==> config.mk <==
export PLATFORM = sky130hd
export DESIGN_NAME = apb_cmd_master
export DESIGN_NICKNAME = d
export VERILOG_FILES = /design/src/rtl/apb_cmd_master.sv
export SDC_FILE = /design/constraint.sdc
export NUM_CORES = 1
export LEC_CHECK = 0
export ABC_AREA = 1
export CAP_MARGIN = 20
export CORE_ASPECT_RATIO = 1.25
export CORE_MARGIN = 2
export CORE_UTILIZATION = 62
export CTS_CLUSTER_DIAMETER = 80
export DETAILED_ROUTE_END_ITERATION = 8
export DONT_BUFFER_PORTS = 1
export GPL_TIMING_DRIVEN = 0
export MAX_ROUTING_LAYER = met4
export PLACE_DENSITY = 0.85
export SLEW_MARGIN = 10
export SYNTH_ARGS = -nofsm -noshare
export SYNTH_HDL_FRONTEND = slang
export SYNTH_SLANG_ARGS = --single-unit
export TNS_END_PERCENT = 5
==> constraint.sdc <==
create_clock -name PCLK -period 2.05 [get_ports PCLK]
set_clock_uncertainty 0.2 [all_clocks]
set_input_delay 0.41 -clock PCLK [delete_from_list [all_inputs] [get_ports PCLK]]
set_output_delay 0.41 -clock PCLK [all_outputs]
set_load 0.01 [all_outputs]
==> src/rtl/apb_cmd_master.sv <==
// ---------------------------------------------------------------------------
// apb_cmd_master
//
// Purpose:
//   APB3 initiator. Turns a valid/ready command stream into single APB
//   transfers (SETUP then ACCESS). It returns exactly one response per
//   accepted command. PREADY wait states are supported. A programmable
//   wait-state timeout aborts a transfer to a slave that never answers.
//
// Parameters:
//   ADDR_WIDTH  width of PADDR / cmd_addr
//   DATA_WIDTH  width of PWDATA / PRDATA / command and response data
//   TIMEOUT     max ACCESS cycles per transfer (0..255), 0 disables timeout
//
// Ports:
//   PCLK, PRESETn                  clock, async active-low reset
//   cmd_valid/cmd_ready            command handshake (ready only in IDLE)
//   cmd_write/cmd_addr/cmd_wdata   command payload, sampled on accept
//   rsp_valid                      one-cycle response pulse
//   rsp_rdata/rsp_err/rsp_timeout  response payload
//   PADDR/PWDATA/PWRITE/PSEL/PENABLE  APB request outputs
//   PRDATA/PREADY/PSLVERR             APB completion inputs
// ---------------------------------------------------------------------------
module apb_cmd_master #(
  parameter int ADDR_WIDTH = 32,
  parameter int DATA_WIDTH = 32,
  parameter int TIMEOUT    = 15
) (
  input  logic                  PCLK,
  input  logic                  PRESETn,
  input  logic                  cmd_valid,
  output logic                  cmd_ready,
  input  logic                  cmd_write,
  input  logic [ADDR_WIDTH-1:0] cmd_addr,
  input  logic [DATA_WIDTH-1:0] cmd_wdata,
  output logic                  rsp_valid,
  output logic [DATA_WIDTH-1:0] rsp_rdata,
  output logic                  rsp_err,
  output logic                  rsp_timeout,
  output logic [ADDR_WIDTH-1:0] PADDR,
  output logic [DATA_WIDTH-1:0] PWDATA,
  output logic                  PWRITE,
  output logic                  PSEL,
  output logic                  PENABLE,
  input  logic [DATA_WIDTH-1:0] PRDATA,
  input  logic                  PREADY,
  input  logic                  PSLVERR
);

  typedef enum logic [1:0] {
    ST_IDLE   = 2'd0,
    ST_SETUP  = 2'd1,
    ST_ACCESS = 2'd2
  } state_t;

  // The abort fires on the last allowed ACCESS edge, i.e. when the wait
  // counter (cleared in SETUP) has reached TIMEOUT-1.
  localparam bit         TO_EN       = (TIMEOUT != 0);
  localparam int         TO_LAST_INT = (TIMEOUT > 0) ? (TIMEOUT - 1) : 0;
  localparam logic [7:0] TO_LAST     = TO_LAST_INT[7:0];

  state_t                state_q,       state_d;
  logic [7:0]            wait_cnt_q,    wait_cnt_d;
  logic                  cmd_ready_q,   cmd_ready_d;
  logic [ADDR_WIDTH-1:0] paddr_q,       paddr_d;
  logic [DATA_WIDTH-1:0] pwdata_q,      pwdata_d;
  logic                  pwrite_q,      pwrite_d;
  logic                  rsp_valid_q,   rsp_valid_d;
  logic [DATA_WIDTH-1:0] rsp_rdata_q,   rsp_rdata_d;
  logic                  rsp_err_q,     rsp_err_d;
  logic                  rsp_timeout_q, rsp_timeout_d;
  logic                  timeout_hit;

  assign timeout_hit = TO_EN && (wait_cnt_q == TO_LAST);

  always_ff @(posedge PCLK or negedge PRESETn) begin
    if (!PRESETn) begin
      state_q       <= ST_IDLE;
      wait_cnt_q    <= '0;
      cmd_ready_q   <= 1'b0;
      paddr_q       <= '0;
      pwdata_q      <= '0;
      pwrite_q      <= 1'b0;
      rsp_valid_q   <= 1'b0;
      rsp_rdata_q   <= '0;
      rsp_err_q     <= 1'b0;
      rsp_timeout_q <= 1'b0;
    end else begin
      state_q       <= state_d;
      wait_cnt_q    <= wait_cnt_d;
      cmd_ready_q   <= cmd_ready_d;
      paddr_q       <= paddr_d;
      pwdata_q      <= pwdata_d;
      pwrite_q      <= pwrite_d;
      rsp_valid_q   <= rsp_valid_d;
      rsp_rdata_q   <= rsp_rdata_d;
      rsp_err_q     <= rsp_err_d;
      rsp_timeout_q <= rsp_timeout_d;
    end
  end

  always_comb begin
    state_d       = state_q;
    wait_cnt_d    = wait_cnt_q;
    paddr_d       = paddr_q;
    pwdata_d      = pwdata_q;
    pwrite_d      = pwrite_q;
    rsp_valid_d   = 1'b0;
    rsp_rdata_d   = rsp_rdata_q;
    rsp_err_d     = rsp_err_q;
    rsp_timeout_d = rsp_timeout_q;

    case (state_q)
      ST_IDLE: begin
        // cmd_ready_q (not the state) gates accept, so nothing is taken
        // before the first edge after reset release.
        if (cmd_valid && cmd_ready_q) begin
          paddr_d  = cmd_addr;
          pwdata_d = cmd_wdata;
          pwrite_d = cmd_write;
          state_d  = ST_SETUP;
        end
      end
      ST_SETUP: begin
        wait_cnt_d = '0;
        state_d    = ST_ACCESS;
      end
      ST_ACCESS: begin
        // Completion is checked first so PREADY wins over a same-edge timeout.
        if (PREADY) begin
          rsp_valid_d   = 1'b1;
          rsp_rdata_d   = pwrite_q ? '0 : PRDATA;
          rsp_err_d     = PSLVERR;
          rsp_timeout_d = 1'b0;
          state_d       = ST_IDLE;
        end else if (timeout_hit) begin
          rsp_valid_d   = 1'b1;
          rsp_rdata_d   = '0;
          rsp_err_d     = 1'b1;
          rsp_timeout_d = 1'b1;
          state_d       = ST_IDLE;
        end else begin
          wait_cnt_d = wait_cnt_q + 8'd1;
        end
      end
      default: begin
        state_d = ST_IDLE;
      end
    endcase

    // Registered ready: high exactly while the next state is IDLE.
    cmd_ready_d = (state_d == ST_IDLE);
  end

  // PSEL/PENABLE decode straight from the state register so that an
  // asynchronous reset drops them immediately.
  assign PSEL        = (state_q != ST_IDLE);
  assign PENABLE     = (state_q == ST_ACCESS);
  assign cmd_ready   = cmd_ready_q;
  assign PADDR       = paddr_q;
  assign PWDATA      = pwdata_q;
  assign PWRITE      = pwrite_q;
  assign rsp_valid   = rsp_valid_q;
  assign rsp_rdata   = rsp_rdata_q;
  assign rsp_err     = rsp_err_q;
  assign rsp_timeout = rsp_timeout_q;

endmodule

Word-level counts from Yosys, hierarchy flattened
Cells that the tools add are included.

Memories: 0. Bits in writable memories: 0. Latch bits: 0. Output and inout bits: 103. Bits in registers: 111. ROM bits: 0. Input port bits: 102.

Magnitude comparators: 0. Shift-type cells: 0. $mul: 0. Mux-type cells: 16. Equal/unequal tests: 5. $add $sub $neg: 1. Reduce and logical (&&, ||, !) cells: 9. Bitwise gates (word level): 0. Div/mod/pow operators: 0.

Operators by type and width (number): two-way mux 32 bit (3); two-way mux 8 bit (2); case mux 8 bit (2 select lines) (1); adder 8 x 1 -> 8 bit, second input constant (1); == test 8 x 4 -> 1 bit, second input constant (1); two-way mux 1 bit (6); two-way mux 2 bit (3); case mux 2 bit (3 select lines) (1); nonzero test 2 bit (3); zero test 2 bit (2); inequality test 2 bit, second input constant (2); AND reduction 2 bit (2); AND reduction 3 bit (1); == test 2 x 1 -> 1 bit, second input constant (1); == test 2 bit, second input constant (1); logical AND 1 bit (1).

Longest topological paths before layout
Depth in word-level cells: 5. Mapped depth: 10. Mapped depth without buffers: 9.

Worst setup path after synthesis
No wires, ideal clock.

Path type: reg-to-reg. Start point: register state_q[0]. End point: register rsp_rdata_q[10], in the netlist rsp_rdata[10]. Cell stages (with the launch flop): 10. Arrival: 1.470 ns. Path slack: 0.263 ns. Data required time: 1.733 ns. Period minus slack after synthesis: 1.787 ns. Setup time: 0.117 ns. Path through: dfrtp_1 -> inv_1 -> ha_1 -> buf_2 -> nand2_1 -> nand2_4 -> inv_6 -> buf_6 -> nand2_1 -> nand2_1.

Longest elaborated chain between the ends: 2.

Ends and longest elaborated chain: start: declaration (RTL line 62) `state_t state_q, state_d;`; start signal: assignment (RTL line 89) `state_q <= state_d;`; == test 2 bit; via PENABLE (RTL line 44) `output logic PENABLE,`; AND reduction 2 bit (no line); end signal: assignment (RTL line 96) `rsp_rdata_q <= rsp_rdata_d;`; end: declaration (RTL line 69) `logic [DATA_WIDTH-1:0] rsp_rdata_q, rsp_rdata_d;`.

The timed path passes the listed nets, and every way through them passes these cells. A chain may end at the register's enable or synchronous reset.

Worst setup path after layout
Start point: register state_q[0]. End point: register pwdata_q[21], in the netlist PWDATA[21].

Longest elaborated chain between the ends: 2.

Ends and longest elaborated chain: zero test 2 bit (RTL line 113) `case (state_q)`; AND reduction 2 bit (no line); end signal: assignment (RTL line 93) `pwdata_q <= pwdata_d;`; end: declaration (RTL line 66) `logic [DATA_WIDTH-1:0] pwdata_q, pwdata_d;`.

Every way passes these cells.

==> impl_metrics.yaml <==
status:
  status: "finished with violations"
  violations: "negative hold slack"
drt:
  ant_nets: 0
  wl_per_cell_microns: 21.0
  drc: 0
  avgViaCountPerCell: 5.71
  drt-pass1-iter-count: 4
  vias: 3302
  drtIter0Drc: 210
  routed_wl_microns: 12200
timing:
  final.period_utilization: 0.968
  fin_crit_ps: 1980
  holdWs_ps: -485
  drv_slew: 0
  slew_headroom: 0.715
  rsz0062_at_grt: "yes"
  setup_tns_ps: 0
  timing_hold_violations_final: 111
  setup_viol: 0
  fmax_mhz: 504
  worst_pin_slew_ps: 426
cts:
  h-tree-depth: 3
  clk_pin_slew_ps: 110
  cts_buffer_depth: 2
  cts_tree: "yes"
  cts_buffers: 9
  insertion_delay_ps: 370
  clock-sinks: 111
  cts_root_buffer: "clkbuf_8"
global_route:
  antenna_found_initial: 0
  grt_pass1_wl_microns: 18300
  globalRouteOverflowTotal: 0
  grt_max_degree: 112
  grt_usage: 0.315
  grt_pass1_vias: 3603
worst_hold_path:
  hold_class: "input pin to async pin"
yosys:
  yosysTopAreaCellShare: 0.617
  ys_ff_latch: 111
  syn_inst: 377
  synth.avg_cell_area_sq_um: 11.9
  syn-num-nets: 484
  netlist_area_sq_um: 4500
  yosys_warnings: 0
  ys_top_cells_by_area: "dfrtp_1 (62%), mux2_2 (16%), nand2_1 (7.1%), nand3_1 (4.7%), ha_1 (1.4%)"
  seq_area_frac_synth: 0.617
  ys_types: 26
  synth_area_leader_cell: "dfrtp_1"
floorplan:
  placementRows: 34
  io_pins: 205
  start_util: 0.642
  core_sq_um: 7020
  die_x_microns: 80.2
  die_area_sq_um: 7970
  die_y_microns: 99.3
final_layout:
  syn2layout_area_growth_pct: 28.8
  drive_gt1_frac: 0.236
  multi_input_area_sq_um: 1540
  seqCellArea_sq_um: 2780
  nets: 591
  final_cell_area_sq_um: 5800
  n_antenna_cell: 0
  fillCellCount: 363
setup_path:
  worstPathRequired_ps: 2110
  cp.arrival_ps: 2050
  cpMostUsedCell: "buf_4"
  critPathLaunchType: "flop"
  crit_fanout: 10
  crit_family: "buffers and inverters"
  worstSetupPathType: "flop to flop"
  crit_buf_inv: 3
  cp_cell_sequence: "inv_1, ha_1, nand3_1, buf_4, buf_4, mux2_2"
  max_stage_delay_ps: 400
  slowest_stage: "dfrtp_1"
  cp-end-kind: "flop"
power:
  peakVddDrop_mv: 0.943
  pwr_density_cell_nw_per_um2: 1380
  leakagePower_nw: 2.72
  power_w: 0.00799
placed_design:
  finalWeightedCongestion: 0.827
  io_buffers: 0
  place_hpwl_microns: 6900
  dpl_cell_area_sq_um: 4620
run:
  maxCapViolCount: 0
==> per-stage QoR <==
| step | instances | setup slack [ps] | util |
|---|---|---|---|
| 5_1_grt | 578 | -6.31 | 0.827 |
| 6_report | 578 | 66.1 | 0.827 |
| 4_1_cts | 576 | 6.66 | 0.821 |
| 3_3_place_gp | 467 | 79.4 | 0.658 |
| 3_5_place_dp | 467 | -3.11 | 0.658 |
| 2_1_floorplan | 377 | 263 | - |
==> worst paths after layout <==
path	start	end	slack, ps	depth (start not counted)
worst max-delay path	state_q[0]	PWDATA[21]	70	6
worst min-delay path	PRESETn	PADDR[1]	-490	0
worst max register to register	state_q[0]	PWDATA[21]	70	6
worst min register to register	rsp_rdata[20]	rsp_rdata[20]	360	2
max in group asynchronous	PRESETn	wait_cnt_q[1]	1970	0
min in group PCLK	cmd_wdata[14]	PWDATA[14]	10	1
==> sequential cells by signal, indices dropped and copies added, names as in the netlist <==
name	flops
PADDR	32
PWDATA	32
PWRITE	1
cmd_ready	1
rsp_err	1
rsp_rdata	32
rsp_timeout	1
rsp_valid	1
state_q	2
wait_cnt_q	8
==> routing by layer <==
| layer | vias up | GRT usage | wire (microns) |
|---|---|---|---|
| met5 | - | - | 0 |
| met4 | 0 | 0.149 | 431 |
| li1 | 1448 | - | - |
| met3 | 40 | 0.0681 | 905 |
| met1 | 1637 | 0.329 | 4170 |
| met2 | 177 | 0.556 | 6650 |
==> cells in the mapped netlist, drive strengths merged <==
cell type and number:
nor2 12, ha 5, inv 14, clkbuf 3, o21ai 8, nand4 1, mux2 65, nand2 94
buf 15, nand3 44, or2 1, a21o 1, o21a 1, nand3b 1, a21oi 1, dfrtp 111
==> logic make-up (layout without fill, tap and decap cells) <==
family	after synthesis	count (layout)	share of synthesized area
flops	111	111	0.617
fa+ha+maj	5	5	0.0139
mux	65	65	0.162
buf+inv	32	143	0.0431
compound gates	11	11	0.0133
simple gates	153	153	0.151
==> cell type report <==
type,instances,share of cell area
sequential,111,0.479
multi-input combinational,234,0.265
clock buffer,10,0.0237
clock inverter,5,0.0114
tap,90,0.0194
inverter,14,0.00992
buffer,18,0.0261
timing repair buffer,96,0.166
==> cells in the final DEF, fill, tap and decap left out, types with 2 or more instances in the layout <==
master,count
o21ai_1,2
buf_4,6
ha_1,4
nand2_2,9
buf_6,6
o21ai_0,6
mux2_2,65
nand3_1,42
clkbuf_2,2
dlygate4sd3_1,96
dfrtp_1,111
nand2_1,84
clkbuf_8,11
buf_2,3
nor2_1,11
inv_1,12
inv_6,2
nand3_2,2
==> where the power goes <==
group | internal, W | total, W | switching [W]
combinational | 0.00119 | 0.00225 | 0.00106
clock | 0.000608 | 0.00137 | 0.000760
sequential | 0.00314 | 0.00437 | 0.00123
==> timing repair <==
item | in CTS | in global routing
buffers inserted | 0 | 0
endpoints found under the setup margin | 3 | 78
gates resized for setup | 1 | 11
hold endpoints to repair | 205 | 113
hold buffers | 94 | 2
(Power assumes the default switching activity.)
